$ cat src/rtl/equiv_sweep_ctrl.sv
// rtl/equiv_sweep_ctrl.sv - exhaustive equivalence sweep sequencer for two combinational circuits
//
// Drives every input vector onto a bus shared by an original and a minimized
// circuit, holds each vector for SETTLE cycles, then samples both F outputs.
// Captures both truth tables, counts mismatches and records the first failing vector.
//
// Ports:
//   clk, rst      - clock (rising edge), synchronous active-high reset
//   start         - launch a sweep (only honoured in IDLE)
//   vec           - vector driven to both circuits
//   f_orig, f_min - circuit outputs, sampled once per vector
//   busy, done    - sweep in progress / one-cycle completion pulse
//   pass          - set after completion when no mismatches were seen
//   mismatch_cnt  - number of mismatching vectors (wide enough for all of them)
//   fail_valid    - at least one mismatch recorded
//   first_fail    - lowest-index mismatching vector
//   tt_orig/min   - captured truth tables, bit i = F at vec = i
module equiv_sweep_ctrl #(
    parameter int N_IN   = 3,
    parameter int SETTLE = 1
) (
    input  logic                 clk,
    input  logic                 rst,
    input  logic                 start,
    output logic [N_IN-1:0]      vec,
    input  logic                 f_orig,
    input  logic                 f_min,
    output logic                 busy,
    output logic                 done,
    output logic                 pass,
    output logic [N_IN:0]        mismatch_cnt,
    output logic                 fail_valid,
    output logic [N_IN-1:0]      first_fail,
    output logic [2**N_IN-1:0]   tt_orig,
    output logic [2**N_IN-1:0]   tt_min
);

    localparam int              NV          = 1 << N_IN;
    localparam logic [N_IN-1:0] LAST_VEC    = N_IN'(NV - 1);
    localparam logic [3:0]      SETTLE_LAST = 4'(SETTLE - 1);

    typedef enum logic [1:0] {
        IDLE,
        HOLD,
        SAMPLE,
        FIN
    } state_t;

    state_t     state_q;
    state_t     state_d;
    logic [3:0] settle_cnt;

    always_ff @(posedge clk) begin
        if (rst) begin
            state_q <= IDLE;
        end else begin
            state_q <= state_d;
        end
    end

    always_comb begin
        state_d = state_q;
        busy    = 1'b0;
        done    = 1'b0;
        case (state_q)
            IDLE: begin
                if (start) begin
                    state_d = HOLD;
                end
            end
            HOLD: begin
                busy = 1'b1;
                // Counter still holds the pre-increment value, so the last
                // HOLD cycle is the one where it reads SETTLE-1.
                if (settle_cnt == SETTLE_LAST) begin
                    state_d = SAMPLE;
                end
            end
            SAMPLE: begin
                busy = 1'b1;
                if (vec == LAST_VEC) begin
                    state_d = FIN;
                end else begin
                    state_d = HOLD;
                end
            end
            FIN: begin
                busy    = 1'b1;
                done    = 1'b1;
                state_d = IDLE;
            end
            default: begin
                state_d = IDLE;
            end
        endcase
    end

    always_ff @(posedge clk) begin
        if (rst) begin
            vec          <= '0;
            settle_cnt   <= '0;
            pass         <= 1'b0;
            mismatch_cnt <= '0;
            fail_valid   <= 1'b0;
            first_fail   <= '0;
            tt_orig      <= '0;
            tt_min       <= '0;
        end else begin
            case (state_q)
                IDLE: begin
                    vec        <= '0;
                    settle_cnt <= '0;
                    if (start) begin
                        pass         <= 1'b0;
                        mismatch_cnt <= '0;
                        fail_valid   <= 1'b0;
                        first_fail   <= '0;
                        tt_orig      <= '0;
                        tt_min       <= '0;
                    end
                end
                HOLD: begin
                    settle_cnt <= settle_cnt + 4'd1;
                end
                SAMPLE: begin
                    tt_orig[vec] <= f_orig;
                    tt_min[vec]  <= f_min;
                    if (f_orig != f_min) begin
                        mismatch_cnt <= mismatch_cnt + (N_IN+1)'(1);
                        if (!fail_valid) begin
                            fail_valid <= 1'b1;
                            first_fail <= vec;
                        end
                    end
                    settle_cnt <= '0;
                    // vec stays on the last vector through FIN; no wrap mid-sweep.
                    if (vec != LAST_VEC) begin
                        vec <= vec + N_IN'(1);
                    end
                end
                FIN: begin
                    // mismatch_cnt already includes the final sample here.
                    pass <= (mismatch_cnt == '0);
                    vec  <= '0;
                end
                default: begin
                    vec <= '0;
                end
            endcase
        end
    end

endmodule

$ cat config.mk
export PLATFORM = sky130hd
export DESIGN_NAME = equiv_sweep_ctrl
export DESIGN_NICKNAME = d
export VERILOG_FILES = /design/src/rtl/equiv_sweep_ctrl.sv
export SDC_FILE = /design/constraint.sdc
export NUM_CORES = 1
export LEC_CHECK = 0
export BUFFER_PORTS_ARGS = -buffer_cell sky130_fd_sc_hd__buf_4
export CAP_MARGIN = 15
export CORE_ASPECT_RATIO = 1.75
export CORE_MARGIN = 2
export CORE_UTILIZATION = 38
export CTS_BUF_LIST = sky130_fd_sc_hd__clkbuf_8
export DETAILED_ROUTE_END_ITERATION = 10
export HOLD_SLACK_MARGIN = 0.06
export PLACE_DENSITY = 0.69
export SLEW_MARGIN = 5
export SYNTH_ARGS = -nofsm -noshare
export SYNTH_HDL_FRONTEND = slang
export SYNTH_SLANG_ARGS = --single-unit
export TNS_END_PERCENT = 20
$ cat constraint.sdc
create_clock -name clk -period 2.3 [get_ports clk]
set_input_delay 0.46 -clock clk [delete_from_list [all_inputs] [get_ports clk]]
set_output_delay 0.46 -clock clk [all_outputs]
set_load 0.02 [all_outputs]
# ---- After elaboration in Yosys (flattened, before gate mapping)
# Index checks and enable logic that the tools add are counted.
dict set report classes {
  addsub 3
  order_cmp 2
  n_eq_ne 11
  muxes 27
  n_reduce_logical 17
}
# cell n
set ops {}
lappend ops {{8-bit case mux with 2 select lines} 2}
lappend ops {{8-bit bitwise mux} 2}
lappend ops {{4-bit case mux with 2 select lines} 2}
lappend ops {{3-bit two-way mux} 4}
lappend ops {{3-bit case mux with 2 select lines} 2}
lappend ops {{2-bit inequality test (second input constant)} 5}
lappend ops {{4-bit by 1-bit adder with 4-bit output (second input constant)} 2}
lappend ops {{4-bit zero test} 2}
lappend ops {{4-bit two-way mux} 2}
lappend ops {{8-bit two-way mux} 1}
lappend ops {{2-bit case mux with 4 select lines} 1}
lappend ops {{2-bit AND reduction} 4}
lappend ops {{2-bit nonzero test} 4}
lappend ops {{2-bit two-way mux} 3}
lappend ops {{1-bit two-way mux} 5}
lappend ops {{2-bit == test (second input constant)} 2}
lappend ops {{3-bit by 4-bit < comparator with 1-bit output (second input constant)} 1}
lappend ops {{1-bit case mux with 2 select lines} 2}
lappend ops {{4-bit AND reduction} 1}
lappend ops {{2-bit OR reduction} 2}
lappend ops {{3-bit by 1-bit adder with 3-bit output (second input constant)} 1}
lappend ops {{1-bit demux with 3-bit select} 1}
lappend ops {{3-bit == test (second input constant)} 1}
lappend ops {{3-bit by 1-bit >= comparator with 1-bit output (second input constant)} 1}
lappend ops {{other kinds (7)} 7}
dict set report totals {
  register_bits 34
  inputBits 5
  out_inout_bits 30
}

# ---- Depth between registers and ports, before layout
# Gate-level depths: netlist of the first run.
dict set report logic_depth {
  ltp_word 6
  ltp_mapped 7
  ltp_nobuf 6
}

# ---- Least setup slack after synthesis of the first run
# Ideal clock, no wire load.
dict set report synth_path {
  path_kind {register to register}
  from {reg state_q[0]}
  to {reg mismatch_cnt[3]}
  t_arrival_ns 1.694
  path_slack_ns 0.532
  stages_incl_launch_ff 7
  period_less_slack_ns 1.768
  cell_sequence {dfxtp_1 > inv_1 > ha_1 > mux2i_1 > a21o_1 > or4b_1 > a31oi_1}
}
dict set report synth_between {
  elab_chain_cells 3
  word_cells_on_any_way 7
  cone_classes {3 x eq/ne; 1 x mux; 3 x reduce/logical}
}
# element line_no
set synth_lines {}
lappend synth_lines {{start: declaration} 49} ;# state_t state_q;
lappend synth_lines {{start signal: assignment} 57} ;# state_q <= state_d;
lappend synth_lines {{2-bit == test or 2-bit zero test (tied branches)} 109} ;# case (state_q)
lappend synth_lines {{2-bit inequality test (no source line) or 2-bit nonzero test (tied branches)} --}
lappend synth_lines {{3-bit AND reduction (no source line)} --}
lappend synth_lines {{end signal: assignment} 129} ;# mismatch_cnt <= mismatch_cnt + (N_IN+1)'(1);
lappend synth_lines {{end: declaration} 31} ;# output logic [N_IN:0] mismatch_cnt,
# Parallel ways exist; a longest one is shown, timed or not.
# A chain may end at the register's enable or synchronous reset.

# ---- Final worst setup path of the first run
# Ends and elaborated chain as after synthesis.

==> results of run 1 <==
cells by family (layout without fill, tap and decap cells):
family	count (synthesis)	in the layout
AND/OR/NAND/NOR	52	52
AO/OA/AOI/OAI	56	56
adder cells (fa/ha/maj)	13	13
XOR/XNOR	4	4
multiplexers	4	4
buffers and inverters	16	52
flip-flops	34	34
layout by cell type (no fill, tap or decap), types with 5 or more instances in the layout:
cell,netlist,layout
a2bb2o_1,5,5
nor2b_1,5,5
nand4b_1,5,5
a22o_1,6,6
a21oi_1,19,19
o21ai_0,13,13
buf_4,0,35
nand2_1,8,8
dfxtp_1,34,34
nor2_1,14,14
inv_1,9,9
nand3_1,8,8
clkbuf_8,0,8
ha_1,13,13
worst max-delay path: stages, from the launching register on:
cell,delay [ps]
dfxtp_1,370
inv_1,140
ha_1,430
mux2i_1,170
a21o_1,230
or4b_1,470
a31oi_1,160
path summary, 6_finish.rpt:
kind	start	endpoint	depth (start not counted)
hold reg to reg	tt_orig[6]	tt_orig[6]	1
hold / removal	tt_orig[6]	tt_orig[6]	1
setup reg to reg	state_q[0]	mismatch_cnt[3]	6
setup / recovery	state_q[0]	mismatch_cnt[3]	6
power by group through the flow:
stage                     clock [mW]  combinational [mW]  sequential [mW]
final                          0.512               0.440            0.653
after detailed placement           0               0.441            0.667
after global placement             0               0.441            0.665
after floorplan                    0               0.329            0.665
after global routing           0.554               0.502            0.658
after CTS                      0.531               0.443            0.653
sequential cells by signal (all words and copies together), names as in the netlist:
name          cells
mismatch_cnt      4
tt_orig           8
first_fail        3
tt_min            8
pass              1
fail_valid        1
vec               3
state_q           2
settle_cnt        4
stage by stage:
step | total power [mW] | area [sq um] | setup WS, ps
3_5_place_dp | 1.108 | 1924 | 294.9
2_1_floorplan | 0.9942 | 1642 | 532.3
4_1_cts | 1.627 | 2034 | 273.5
6_report | 1.604 | 2034 | 269.0
5_1_grt | 1.714 | 2034 | 129.2
3_3_place_gp | 1.106 | 1924 | 361.9
cell type report:
class	instances	area, sq um	share of cell area, %
clock buffer	8	110.1	5.412
inverter	9	33.78	1.661
multi-input combinational	129	885.9	43.54
sequential	34	680.7	33.46
tap	49	61.31	3.014
timing repair buffer	35	262.8	12.92
routing by layer:
metal  vias to the layer above  wire length (um)  part of all wire (%)  global-route usage (%)
met5                         -                 0                     0                       0
met4                         0                97                   2.8                   8.974
met3                         7               137                   4.0                   4.605
met2                        28              1866                    54                   27.44
met1                       657              1361                    39                   17.08
li1                        712                 -                     -                       -
==> metrics, run 1 <==
Fin Setup TNS 0 ps; R2R setup slack 270 ps; worst hold slack roughly 470 ps; Setup-failing EPs final 0; Comb power frac a little over a quarter; H-Tree Depth 2; leakage 0.8761 nW; routability cong. 0.8386; first-pass GRT wire length 5934 um; width of the die approximately 54 um; Core Util, Final approximately half; prevailing post-synth register cell dfxtp_1; Pre-antenna DRT Iters 4; PortBufs 34; CP Data Arrival Time ~2300 ps; Async S/R FF share, synth 0%; synth top area cells dfxtp_1, ha_1, a21oi_1; CTS Hold Buffers Added 0; final hold vios 0; DIE AREA between 0.004 and 0.005 sq mm; initial antenna violation count 0; Hold Crit Class flop to flop; number of buffers created by CTS 5; syn_nets 197; global-route usage over all layers 16.27%; Crit. End Element flop; status completed; P_int 1.081 mW; dpl cells roughly 260; CTS tree yes; leading area contributor after synthesis dfxtp_1; layout net count 232; share of synthesized area spent on multiplexers under 10%; Switch Pwr 523.5 uW; Worst-Margin Slew between 400 and 500 ps; Initial DRC Count 31; fin crit period 2031 ps; synth warn 0; EDFF count, synth 0; library cells used by synthesis 34; DIE HEIGHT 90.95 um; sequential power share 40.7%; core area 0.004150 sq mm; share of cells above drive strength 1 21.40%; Cell Pwr Density roughly 790 mW/mm^2; highest clock rate a little under 500 MHz; largest family of logic cells by synthesized area compound AO/OA/AOI/OAI gates; Clk pwr share 31.9%; Rel. slew slack 67.08%; Synth top area share 41.46%; largest net degree at the start of global routing 25; startpoint types flop; Max Cap Viol 0; Mean Syn Cell Area 9.171 sq um; Synth Area in XOR/XNOR under 10%; Post-Synth Simple-Gate Area between 10% and 20%; DRC viols 0; hpwl dp 2633 um; Setup Skew 4.198 ps; postcts setup bufs 0; total number of vias 1404; WS Path Type flop to flop; top-count cell post-synth dfxtp_1; number of global-route vias before repair 1382; CP Max Fanout 14; CTS Sinks 34; Cell Area, Synth 0.001642 sq mm; Post-synth top cells dfxtp_1, a21oi_1, nor2_1, ha_1, o21ai_0; Mapped Cells 179; CTS Buffer Depth 2; Switching Share roughly 33%; Layout area overhead 23.93%; post-synthesis compound-gate area fraction 22.41%; Routed Antenna Nets 0; std cell rows 31; WP data required between 2000 and 3000 ps; Worst-path clk slew 70 ps; Root Buffer clkbuf_8; Slew Viols, Final 0; RSZ-0062 raised after global routing no; post-CTS sizing 0; WL/cell 13.12 um; share of the yosys chip area belonging to registers 41.46%; starting density of the core 39.55%; Post-Layout Cell Count 264; Tcrit/Tclk final between 80% and 90%; insertion delay to the later sink of the worst-skew pair 290 ps; VDD IR max 0.3629 mV; Adder-Cell Fraction of Synth Area roughly a tenth; I/O Pins 35; diodes inserted 0; post-DR vias/cell 5.318; fillers just over 400; #FFs+latches synth 34; total grt overflow 0; WL final 3463 um
Power figures use the tool's default switching activity.
==> run 2, diff against run 1 <==
--- a/config.mk
+++ b/config.mk
@@ -5,7 +5,7 @@
 export SDC_FILE = /design/constraint.sdc
 export NUM_CORES = 1
 export LEC_CHECK = 0
-export BUFFER_PORTS_ARGS = -buffer_cell sky130_fd_sc_hd__buf_4
+export BUFFER_PORTS_ARGS = -buffer_cell sky130_fd_sc_hd__buf_2
 export CAP_MARGIN = 15
 export CORE_ASPECT_RATIO = 1.75
 export CORE_MARGIN = 2
==> run 2 against run 1 <==
Via count is 1.2% higher. Sequential cell count did not move. Clock power fell by 13%. Die area stayed put. Combinational power shrank 2%. Non-clock buffer count up 1. Largest power group unchanged. Fmax up 0.86%.
==> metrics, run 2 (synthesis gave the netlist of run 1 again) <==
status completed; Layout area overhead 18.06%; share of cells above drive strength 1 21.30% (-0.099 points); hpwl dp 2715 um (+3.1%); Fin Setup TNS 0 ps (unchanged); Pwr Total 1.527 mW (-4.8%); dpl cells 257 (+0.39%); DIE HEIGHT 90.95 um (unchanged); WL/cell 13.33 um (+1.6%); post-DR vias/cell 5.362 (+0.83%); Routed Antenna Nets 0 (unchanged); footprint of the multi-input gates 885.9 sq um (unchanged); final hold vios 0 (unchanged); CP Data Arrival Time 2230 ps (-20 ps); startpoint types flop; CP Max Fanout 14 (unchanged); CTS tree yes; number of buffers created by CTS 5 (unchanged); biggest regs tt_min (8), tt_orig (8); routability cong. 0.8099 (-3.4%); Tcrit/Tclk final 87.55% (-0.75 points); Reg area 680.7 sq um (unchanged); first-pass GRT wire length 5844 um (-1.5%); insertion delay to the later sink of the worst-skew pair 280 ps (about the same); RSZ-0062 raised after global routing no; fillers 423 (+5.0%); Setup Skew 2.469 ps (-1.729 ps); pre-CTS setup slack 315.1 ps (+20.15 ps); leakage 0.8756 nW (about the same); Initial DRC Count 25 (-19%); Root Buffer clkbuf_8; most frequent cells in the layout dfxtp_1, buf_2, a21oi_1, nor2_1; starting density of the core 39.55% (unchanged); DIE AREA 0.004882 sq mm (unchanged); Worst-path clk slew 70 ps (about the same); global-route usage over all layers 15.82% (-0.45 points); core area 0.004150 sq mm (unchanged); WL final 3533 um (+2.0%); post-CTS sizing 0 (unchanged); Post-Layout Cell Count 265 (+0.38%); std cell rows 31 (unchanged); initial antenna violation count 0 (unchanged); total grt overflow 0 (unchanged); setup slack after layout 286.3 ps (+17.29 ps); largest net degree at the start of global routing 24 (-4.0%); Cell Pwr Density 787.6 mW/mm^2 (-0.11%); post-route cell area 0.001938 sq mm (-4.7%); Slew Viols, Final 0 (unchanged); postcts setup bufs 0 (unchanged); VDD IR max 0.4822 mV (+33%); CTS Buffer Depth 2 (unchanged); CTS Hold Buffers Added 0 (unchanged); diodes inserted 0 (unchanged); H-Tree Depth 2 (unchanged); fin crit period 2014 ps (-17.29 ps); highest clock rate 496.6 MHz (+0.86%); post-place instance area 0.001847 sq mm (-4.0%); Rel. slew slack 67.76% (+0.69 points); WP data required 2510 ps (about the same); DRC viols 0 (unchanged); Pre-antenna DRT Iters 4 (unchanged); WS Path Type flop to flop; Hold Crit Class flop to flop; Crit. End Element flop; total number of vias 1421 (+1.2%); I/O Pins 35 (unchanged); number of global-route vias before repair 1363 (-1.4%); PortBufs 34 (unchanged); width of the die 53.69 um (unchanged); Setup-failing EPs final 0 (unchanged); Max Cap Viol 0 (unchanged); Worst-Margin Slew 482.6 ps (-10.60 ps); layout net count 233 (+0.43%); CTS Sinks 34 (unchanged)
-- run 2: area by class of cell --
cell class                      count  area share, %
Clock buffer                        6          4.261
Clock inverter                      2         0.4519
Inverter                            9          1.743
Multi-Input combinational cell    129          45.71
Sequential cell                    34          35.12
Tap cell                           49          3.163
Timing Repair Buffer               36          9.555
-- run 2: report_power, final --
group	internal, mW	switching [mW]	leakage [nW]
Clock	0.237	0.207	0.0524
Sequential	0.617	0.0367	0.275
Combinational	0.152	0.278	0.549
Total	1.01	0.521	0.876
-- run 2: worst max-delay path, stage by stage (launching register included) --
cell and delay, ps:
dfxtp_1 360, inv_1 150, ha_1 410, mux2i_1 150
a21o_1 240, or4b_1 470, a31oi_1 170
-- run 2: metal layers --
metal,GRT usage (%),part of all wire [%]
met5,0,0
met1,15.73,40
met2,27.95,53
met3,3.454,4.0
met4,9.188,3.1
-- run 2: worst paths after layout --
| check | from | end | slack [ps] | depth (start not counted) |
|---|---|---|---|---|
| max | state_q[0] | mismatch_cnt[3] | 290 | 6 |
| min reg2reg | tt_orig[7] | tt_orig[7] | 470 | 1 |
| min | tt_orig[7] | tt_orig[7] | 470 | 1 |
| max reg2reg | state_q[0] | mismatch_cnt[3] | 290 | 6 |
-- run 2: through the flow --
stage / util (%) / hold slack [ps]
floorplan: - / 471.4
global placement: 44.50 / 446.4
detailed placement: 44.50 / 447.9
CTS: 46.70 / 467.0
global route: 46.70 / 492.2
finish: 46.70 / 466.2
